$ cat src/rtl/diff_pkg.sv
// diff_pkg: shared mode/state types and saturation bounds for the diff_accum
// gradient accumulator and its per-channel diff_lane datapath.
package diff_pkg;

    typedef enum logic [1:0] {
        DIFF_DENSE  = 2'd0,
        DIFF_START  = 2'd1,
        DIFF_TO_ALL = 2'd2
    } diff_mode_e;

    typedef enum logic {
        ST_ACC = 1'b0,
        ST_OUT = 1'b1
    } diff_state_e;

    function automatic logic signed [63:0] sat_max(input int data_size);
        return (64'sd1 <<< (data_size - 1)) - 64'sd1;
    endfunction

    function automatic logic signed [63:0] sat_min(input int data_size);
        return -(64'sd1 <<< (data_size - 1));
    endfunction

    // The reserved encoding behaves exactly like DENSE.
    function automatic diff_mode_e decode_mode(input logic [1:0] raw);
        case (raw)
            2'd1:    return DIFF_START;
            2'd2:    return DIFF_TO_ALL;
            default: return DIFF_DENSE;
        endcase
    endfunction

endpackage

$ cat src/rtl/diff_lane.sv
// diff_lane: one channel of diff_accum -- fixed-point multiply, scale, saturate,
// and a saturating accumulator that adds whatever term the top selects.
module diff_lane
    import diff_pkg::*;
#(
    parameter int DATA_SIZE = 16,
    parameter int FRAC_BITS = 8
) (
    input  logic                        clk,
    input  logic                        rst_n,
    input  logic signed [DATA_SIZE-1:0] delta,
    input  logic signed [DATA_SIZE-1:0] operand,
    input  logic signed [DATA_SIZE-1:0] term,
    input  logic                        acc_en,
    input  logic                        clear,
    output logic signed [DATA_SIZE-1:0] prod,
    output logic                        prod_sat,
    output logic signed [DATA_SIZE-1:0] acc,
    output logic                        acc_sat
);

    localparam int PW = 2 * DATA_SIZE;
    localparam int SW = DATA_SIZE + 1;

    localparam logic signed [PW-1:0]        P_MAX = PW'(sat_max(DATA_SIZE));
    localparam logic signed [PW-1:0]        P_MIN = PW'(sat_min(DATA_SIZE));
    localparam logic signed [SW-1:0]        S_MAX = SW'(sat_max(DATA_SIZE));
    localparam logic signed [SW-1:0]        S_MIN = SW'(sat_min(DATA_SIZE));
    localparam logic signed [DATA_SIZE-1:0] D_MAX = DATA_SIZE'(sat_max(DATA_SIZE));
    localparam logic signed [DATA_SIZE-1:0] D_MIN = DATA_SIZE'(sat_min(DATA_SIZE));

    logic signed [PW-1:0]        full;
    logic signed [PW-1:0]        scaled;
    logic signed [SW-1:0]        sum;
    logic signed [DATA_SIZE-1:0] acc_next;

    assign full   = PW'(delta) * PW'(operand);
    assign scaled = full >>> FRAC_BITS;
    assign sum    = SW'(acc) + SW'(term);

    always_comb begin
        prod     = scaled[DATA_SIZE-1:0];
        prod_sat = 1'b0;
        if (scaled > P_MAX) begin
            prod     = D_MAX;
            prod_sat = 1'b1;
        end else if (scaled < P_MIN) begin
            prod     = D_MIN;
            prod_sat = 1'b1;
        end
    end

    always_comb begin
        acc_next = sum[DATA_SIZE-1:0];
        acc_sat  = 1'b0;
        if (sum > S_MAX) begin
            acc_next = D_MAX;
            acc_sat  = 1'b1;
        end else if (sum < S_MIN) begin
            acc_next = D_MIN;
            acc_sat  = 1'b1;
        end
    end

    always_ff @(posedge clk or negedge rst_n) begin
        if (!rst_n) begin
            acc <= '0;
        end else if (clear) begin
            acc <= '0;
        end else if (acc_en) begin
            acc <= acc_next;
        end
    end

endmodule

$ cat src/rtl/diff_accum.sv
// diff_accum: batched per-channel gradient accumulator with valid/ready on both sides.
// Define DIFF_ACCUM_AVG_EN to present each sum divided by BATCH instead of the raw sum.
module diff_accum
    import diff_pkg::*;
#(
    parameter int SIZE      = 3,
    parameter int DATA_SIZE = 16,
    parameter int FRAC_BITS = 8,
    parameter int BATCH     = 4
) (
    input  logic                      clk,
    input  logic                      rst_n,
    input  logic                      in_valid,
    output logic                      in_ready,
    input  logic [1:0]                mode,
    input  logic [DATA_SIZE-1:0]      delta,
    input  logic [SIZE*DATA_SIZE-1:0] weight,
    input  logic [SIZE*DATA_SIZE-1:0] x,
    input  logic                      flush,
    output logic                      out_valid,
    input  logic                      out_ready,
    output logic [SIZE*DATA_SIZE-1:0] grad,
    output logic                      sat
);

    localparam int CW        = $clog2(BATCH);
    localparam int AVG_SHIFT = $clog2(BATCH);
    localparam int SUMW      = DATA_SIZE + $clog2(SIZE) + 1;

    localparam logic [CW-1:0]                LAST    = CW'(BATCH - 1);
    localparam logic signed [SUMW-1:0]       SUM_MAX = SUMW'(sat_max(DATA_SIZE));
    localparam logic signed [SUMW-1:0]       SUM_MIN = SUMW'(sat_min(DATA_SIZE));
    localparam logic signed [DATA_SIZE-1:0]  D_MAX   = DATA_SIZE'(sat_max(DATA_SIZE));
    localparam logic signed [DATA_SIZE-1:0]  D_MIN   = DATA_SIZE'(sat_min(DATA_SIZE));

    diff_state_e state;
    diff_state_e state_next;
    diff_mode_e  mode_q;
    diff_mode_e  eff_mode;

    logic [CW-1:0] count;
    logic          started;
    logic          sat_flag;
    logic          accept;
    logic          handshake;
    logic          sum_sat;
    logic          sample_sat;

    logic signed [DATA_SIZE-1:0] lane_prod [SIZE];
    logic signed [DATA_SIZE-1:0] lane_acc  [SIZE];
    logic [SIZE-1:0]             lane_prod_sat;
    logic [SIZE-1:0]             lane_acc_sat;
    logic signed [SUMW-1:0]      sum_wide;
    logic signed [DATA_SIZE-1:0] to_all_term;

    // started holds in_ready low until the first edge after reset release.
    assign in_ready  = (state == ST_ACC) && started;
    assign out_valid = (state == ST_OUT);
    assign accept    = in_valid && in_ready;
    assign handshake = out_valid && out_ready;
    assign sat       = sat_flag;
    assign eff_mode  = (count == '0) ? decode_mode(mode) : mode_q;

    always_comb begin
        sum_wide = '0;
        for (int i = 0; i < SIZE; i++) begin
            sum_wide = sum_wide + SUMW'(lane_prod[i]);
        end
        to_all_term = sum_wide[DATA_SIZE-1:0];
        sum_sat     = 1'b0;
        if (sum_wide > SUM_MAX) begin
            to_all_term = D_MAX;
            sum_sat     = 1'b1;
        end else if (sum_wide < SUM_MIN) begin
            to_all_term = D_MIN;
            sum_sat     = 1'b1;
        end
    end

    assign sample_sat = (|lane_prod_sat) || (|lane_acc_sat) ||
                        ((eff_mode == DIFF_TO_ALL) && sum_sat);

    for (genvar i = 0; i < SIZE; i++) begin : g_lane
        logic signed [DATA_SIZE-1:0] operand;
        logic signed [DATA_SIZE-1:0] term;

        assign operand = (eff_mode == DIFF_DENSE) ? x[i*DATA_SIZE +: DATA_SIZE]
                                                  : weight[i*DATA_SIZE +: DATA_SIZE];
        assign term    = (eff_mode == DIFF_TO_ALL) ? to_all_term : lane_prod[i];

        diff_lane #(
            .DATA_SIZE(DATA_SIZE),
            .FRAC_BITS(FRAC_BITS)
        ) u_lane (
            .clk     (clk),
            .rst_n   (rst_n),
            .delta   (delta),
            .operand (operand),
            .term    (term),
            .acc_en  (accept),
            .clear   (handshake),
            .prod    (lane_prod[i]),
            .prod_sat(lane_prod_sat[i]),
            .acc     (lane_acc[i]),
            .acc_sat (lane_acc_sat[i])
        );

`ifdef DIFF_ACCUM_AVG_EN
        assign grad[i*DATA_SIZE +: DATA_SIZE] = lane_acc[i] >>> AVG_SHIFT;
`else
        assign grad[i*DATA_SIZE +: DATA_SIZE] = lane_acc[i];
`endif
    end

    always_ff @(posedge clk or negedge rst_n) begin
        if (!rst_n) begin
            state <= ST_ACC;
        end else begin
            state <= state_next;
        end
    end

    // A flush with nothing accepted yet is ignored so an empty batch is never presented.
    always_comb begin
        state_next = state;
        case (state)
            ST_ACC: begin
                if (accept && (flush || count == LAST)) begin
                    state_next = ST_OUT;
                end else if (!accept && flush && count != '0) begin
                    state_next = ST_OUT;
                end
            end
            ST_OUT: begin
                if (out_ready) begin
                    state_next = ST_ACC;
                end
            end
            default: state_next = ST_ACC;
        endcase
    end

    always_ff @(posedge clk or negedge rst_n) begin
        if (!rst_n) begin
            started  <= 1'b0;
            count    <= '0;
            sat_flag <= 1'b0;
            mode_q   <= DIFF_DENSE;
        end else begin
            started <= 1'b1;
            if (handshake) begin
                count    <= '0;
                sat_flag <= 1'b0;
            end else if (accept) begin
                count <= count + CW'(1);
                if (count == '0) begin
                    mode_q <= eff_mode;
                end
                if (sample_sat) begin
                    sat_flag <= 1'b1;
                end
            end
        end
    end

endmodule

$ cat config.mk
export PLATFORM = sky130hd
export DESIGN_NAME = diff_accum
export DESIGN_NICKNAME = d
export VERILOG_FILES = /design/src/rtl/diff_pkg.sv /design/src/rtl/diff_lane.sv /design/src/rtl/diff_accum.sv
export SDC_FILE = /design/constraint.sdc
export NUM_CORES = 2
export LEC_CHECK = 0
export ABC_AREA = 1
export BUFFER_PORTS_ARGS = -buffer_cell sky130_fd_sc_hd__buf_2
export CAP_MARGIN = 40
export CORE_MARGIN = 5
export CORE_UTILIZATION = 45
export DETAILED_ROUTE_END_ITERATION = 12
export PLACE_DENSITY = 0.7
export SLEW_MARGIN = 30
export SYNTH_ARGS = -nofsm -noshare
export SYNTH_HDL_FRONTEND = slang
export SYNTH_SLANG_ARGS = --single-unit
$ cat constraint.sdc
create_clock -name clk -period 20.2 [get_ports clk]
set_clock_uncertainty 0.15 [all_clocks]
set_input_delay 3.03 -clock clk [delete_from_list [all_inputs] [get_ports clk]]
set_output_delay 3.03 -clock clk [all_outputs]
set_load 0.05 [all_outputs]
# Word-level counts from Yosys, hierarchy flattened
# Index checks and enable logic that the tools add are counted.
# word_totals
reg_bits	55
input_bits	119
out_inout_bits	51
wordCells	108
# classes
addsub	6
n_mul	3
magnitude_cmp	14
n_eq_ne	4
mux	51
n_bitwise	2
reduce_logical	20
# op_table
cell	count
two-way mux 16 bit	26
multiplier 16 x 16 -> 32 bit	3
> comparator 24 x 16 -> 1 bit (second input constant)	3
less-than comparator 24 x 16 -> 1 bit (second input constant)	3
adder 16 x 16 -> 17 bit	4
> comparator 17 x 16 -> 1 bit (second input constant)	3
less-than comparator 17 x 16 -> 1 bit (second input constant)	3
two-way mux 1 bit	20
adder 17 x 16 -> 18 bit	1
> comparator 18 x 16 -> 1 bit (second input constant)	1
less-than comparator 18 x 16 -> 1 bit (second input constant)	1
logical AND 1 bit	7
== test 2 bit (second input constant)	3
two-way mux 2 bit	3
nonzero test 2 bit	3
OR reduction 3 bit	2
zero test 2 bit	2
case mux 2 bit (2 select lines)	1
logical OR 1 bit	3
AND reduction 3 bit	1
adder 2 x 1 -> 2 bit (second input constant)	1
== test 2 x 1 -> 1 bit (second input constant)	1
NOT 1 bit	2
case mux 1 bit (2 select lines)	1
other kinds (2)	2

# Longest topological paths before layout
# depth
word_depth	25
ltp_mapped	84
depth_no_buf	80

# Modules after synthesis
# A second synthesis with hierarchy kept.
# hier_totals
hier_cells	5350
area_unflattened_um2	39211.4
# modules_own_cells
module	n_inst	cells_per_inst	area_per_inst_um2	seq_area_each_um2
diff_lane at g_lane[0].u_lane	1	1681	12248.0	400.4
diff_lane at g_lane[1].u_lane	1	1640	12152.9	400.4
diff_lane at g_lane[2].u_lane	1	1624	12134.1	400.4
diff_accum	1	405	2676.3	175.2

# Least setup slack after synthesis
# No wires, ideal clock.
# synth_timing
path_type	input port to flip-flop
from	in mode[0]
to	reg g_lane[2].u_lane.acc[1]
setup_ps	141
arrival_ps	14560
path_slack_ps	5349
cell_stages	68
n_path_buf	4
path_cell_list	inv_1 nand3_1 nand2_2 nor2_1 clkbuf_1 or2_2 o21ai_0 inv_1 clkbuf_1 nand2_1 fa_1 inv_1 fa_1 inv_1 fa_1 fa_1 inv_1 fa_1 [32 not listed] o21ai_0 inv_1 ha_1 inv_1 fa_1 o31ai_1 a21oi_1 o21ai_0 nand2_1 nand2_1 nand3_1 nand2_1 xor2_1 nor2_1 inv_1 nand2_1 clkbuf_1 o22ai_1
# synth_between
elab_chain_cells	21
word_cells_on_any_way	38
# synth_lines
item	line	source
start: declaration	diff_accum.sv:15	input logic [1:0] mode,
== test 2 bit / == test 2 x 1 -> 1 bit (equally long branches)	diff_pkg.sv:26	case (raw)
case mux 2 bit (2 select lines) *	diff_pkg.sv:26	
two-way mux 2 bit *	diff_accum.sv:62	assign eff_mode = (count == '0) ? decode_mode(mode) : mode_q;
zero test 2 bit	diff_accum.sv:87	assign operand = (eff_mode == DIFF_DENSE) ? x[i*DATA_SIZE +: DATA_SIZE]
two-way mux 16 bit	diff_accum.sv:87	
multiplier 16 x 16 -> 32 bit	diff_lane.sv:37	assign full = PW'(delta) * PW'(operand);
less-than comparator 24 x 16 -> 1 bit	diff_lane.sv:47	end else if (scaled < P_MIN) begin
two-way mux 16 bit	diff_lane.sv:47	
[5 not listed]	n/a	
two-way mux 16 bit	diff_accum.sv:71	if (sum_wide > SUM_MAX) begin
two-way mux 16 bit *	diff_accum.sv:89	assign term = (eff_mode == DIFF_TO_ALL) ? to_all_term : lane_prod[i];
adder 16 x 16 -> 17 bit *	diff_lane.sv:39	assign sum = SW'(acc) + SW'(term);
less-than comparator 17 x 16 -> 1 bit	diff_lane.sv:59	end else if (sum < S_MIN) begin
two-way mux 16 bit	diff_lane.sv:59	
two-way mux 16 bit *	diff_lane.sv:56	if (sum > S_MAX) begin
two-way mux 16 bit *	diff_lane.sv:70	end else if (acc_en) begin
two-way mux 16 bit *	diff_lane.sv:68	end else if (clear) begin
end signal: assignment	diff_lane.sv:71	acc <= acc_next;
end: declaration	diff_lane.sv:18	output logic signed [DATA_SIZE-1:0] acc,
# Mark *: on every way between the ends. The rest lies on a longest branch, timed or not. The select of a mux whose other input is x is not followed.
# A chain may end at the register's enable or synchronous reset.

# Worst setup path after layout
# layout_timing
from	in mode[1]
to	reg g_lane[2].u_lane.acc[2]
# Same word-level chain as after synthesis.

==> impl_results.md <==
- Final number of setup-violating endpoints: 0
- Initial Util: 45.4%
- Worst path arrival time: 17.89 ns
- Area Growth Syn to Fin: 6.05%
- Average size of a mapped cell: 7.69 um2
- First-pass GRT wire length: 185 mm
- Number of global-route vias before repair: 33,700
- Core area: 82,100 um2
- Tightest Pin Transition: 0.870 ns
- ANT cells: 0
- Mapped Area: 37,300 um2
- Die area: 88,700 um2
- Gr usage total: 26.3%
- Critical Path Fanout Max: 51
- Max stage delay on crit path: 0.82 ns
- CTS Buf Count: 5
- Share of post-route cells with drive strength above 1: 6.89%
- Setup ws final: 2.35 ns
- Die Y: 298 um
- Fin Hold WS: 0.381 ns
- RSZ-0062 raised after global routing: no
- Post-Synthesis Cells: 4,847
- Largest net degree at the start of global routing: 56
- Initial antenna violation count: 1
- Clock buffer depth: 2
- Setup TNS: 0 ns
- Status: finished clean
- Slowest stage cell, crit path: o21ai_1
- Worst setup path category: input port to flop
- Dpl ws: 2.18 ns
- Sink Count: 55
- Post-CTS sizing: 0
- F_max: 56.0 MHz
- Die W: 298 um
- Rel. slew slack: 42.0%
- # IOs: 170
- Via density: 5.33
- H-tree level count: 2
- EDFF count, synth: 0
- Netlist cell types: 54
- Slew Limit Fails: 0
- Fillers: 8,032
- Critical Path End Type: flop
- DRC Markers: 0
- Min-delay worst type: flop to flop
- Number of synthesized register bits: 55
- Final Hold Vio Count: 0
- Async set or reset register ratio after synthesis: 100%
- Most common cell after layout, fill and taps aside: inv_1
- Number of max-cap violations: 0
- Routed Antenna Nets: 0
- WL/cell: 19.2 um
- Yosys Warn Count: 0
- Tcrit/Tclk final: 88.4%
- Crit path time final: 17.85 ns
- Main synth FF type: dfrtp_1
- Syn Nets: 6,072
- Final Util: 48.2%
- Vias: 32,000
- Sequential cell area fraction in the yosys report: 3.69%
- Most common cell on crit path: nand2_1
- CTS tree: yes
- Net count, final: 6,161
- Initial DRC count: 2,516
- Commonest non-fill, non-tap cells in the layout: 1,194 x inv_1, 910 x nand2_1, 803 x fa_1, 550 x nor2_1, 303 x ha_1
- CP startpoint kind: input port
- Detailed Routing Iterations Pass 1: 8
- Rows: 105
- DP Wirelength: 95.1 mm
- Post-CTS Setup Inserts: 0
- GRT overflow: 0
- Port bufs: 169
- Routability Congestion: 0.975
- WP data required: 20.24 ns
- Cts hold-fix bufs: 0
- Root buffer cell: clkbuf_16
- Final WL: 115 mm
- Clock insertion delay at the later pin of the skew report: 0.30 ns
- Worst-path clk slew: 0.07 ns
[critical path, delay by kind of cell]
family | cells | cell delay [ns]
XOR/XNOR | 3 | 0.90
buffers and inverters | 12 | 1.15
AND/OR/NAND/NOR | 21 | 3.53
adder cells (fa/ha/maj) | 11 | 4.88
AO/OA/AOI/OAI | 14 | 4.31
[metrics by stage]
stage / cell area, um2 / cells
5_1_grt: 39500 / 6007
3_3_place_gp: 39300 / 5994
4_1_cts: 39500 / 6005
3_5_place_dp: 39300 / 5997
6_report: 39500 / 6007
2_1_floorplan: 37300 / 4847
[cell type report]
type	instances	area, um2	area share [%]
clock buffers	6	139	0.351
clock inverters	2	38.8	0.0981
inverters	1220	4580	11.6
multi-input cells	3425	30700	77.7
flip-flops and latches	55	1380	3.48
well taps	1070	1340	3.39
repair buffers	229	1330	3.36
[flip-flops by register name, summed over array words and instances (netlist names)]
| signal | count |
|---|---|
| count | 2 |
| mode_q | 2 |
| started | 1 |
| out_valid | 1 |
| sat | 1 |
| g_lane.u_lane.acc | 48 |
[layer usage]
metal / share of wire, % / global-route usage (%)
met4: 5.2 / 10.3
met3: 9.5 / 4.87
met2: 45 / 42.7
met5: 0.011 / 0
met1: 40 / 35.2
[final timing paths]
check	endpoint	slack, ns	from	cells past startpoint
min in group asynchronous	g_lane[0].u_lane.acc[10]	2.72	rst_n	2
max in group asynchronous	g_lane[1].u_lane.acc[5]	16.73	rst_n	2
hold / removal	g_lane[1].u_lane.acc[0]	0.38	g_lane[1].u_lane.acc[0]	2
hold reg to reg	g_lane[1].u_lane.acc[0]	0.38	g_lane[1].u_lane.acc[0]	2
setup reg to reg	g_lane[2].u_lane.acc[2]	4.49	count[0]	61
setup / recovery	g_lane[2].u_lane.acc[2]	2.35	mode[1]	61
[cells by family after synthesis]
family	Yosys count	share of synthesized area, %
flops	55	3.69
xor+xnor	137	3.26
fa+ha+maj	1106	53.3
buf+inv	1367	13.9
other cells	1	0.0101
simple gates	1713	18.5
compound gates	468	7.34
[cells in the mapped netlist (2+ instances only)]
library cell,n,share of area (%)
o31ai_1,11,0.22
nand2_1,910,9.2
xnor2_1,55,1.3
o21a_1,17,0.34
o21ai_2,2,0.047
nand3_1,124,1.7
nand2_2,17,0.29
buf_4,2,0.040
o221ai_1,12,0.28
o311ai_0,4,0.094
o211ai_1,13,0.26
o21bai_1,8,0.16
nor2_4,2,0.060
nand3b_1,5,0.10
nor2_1,551,5.5
nor3_1,33,0.44
o21ai_0,137,1.8
xor2_1,80,1.9
fa_1,803,43
o21ai_1,26,0.35
a21oi_2,20,0.47
a31oi_1,21,0.35
nand3_2,3,0.081
clkbuf_1,135,1.4
o22ai_1,2,0.034
a211oi_1,3,0.060
ha_1,303,10
inv_1,1196,12
nand4_1,17,0.29
buf_1,3,0.030
inv_2,6,0.060
nor4_1,5,0.084
nand2_4,2,0.060
a21boi_0,5,0.10
and3_1,2,0.034
a21o_1,16,0.32
a21oi_1,164,2.2
buf_2,2,0.027
clkinv_1,17,0.17
or2_2,41,0.69
buf_6,5,0.15
dfrtp_1,55,3.7
Power is not shown: default switching activity piles up to over one toggle a cycle in this logic, so the estimate is an artifact.
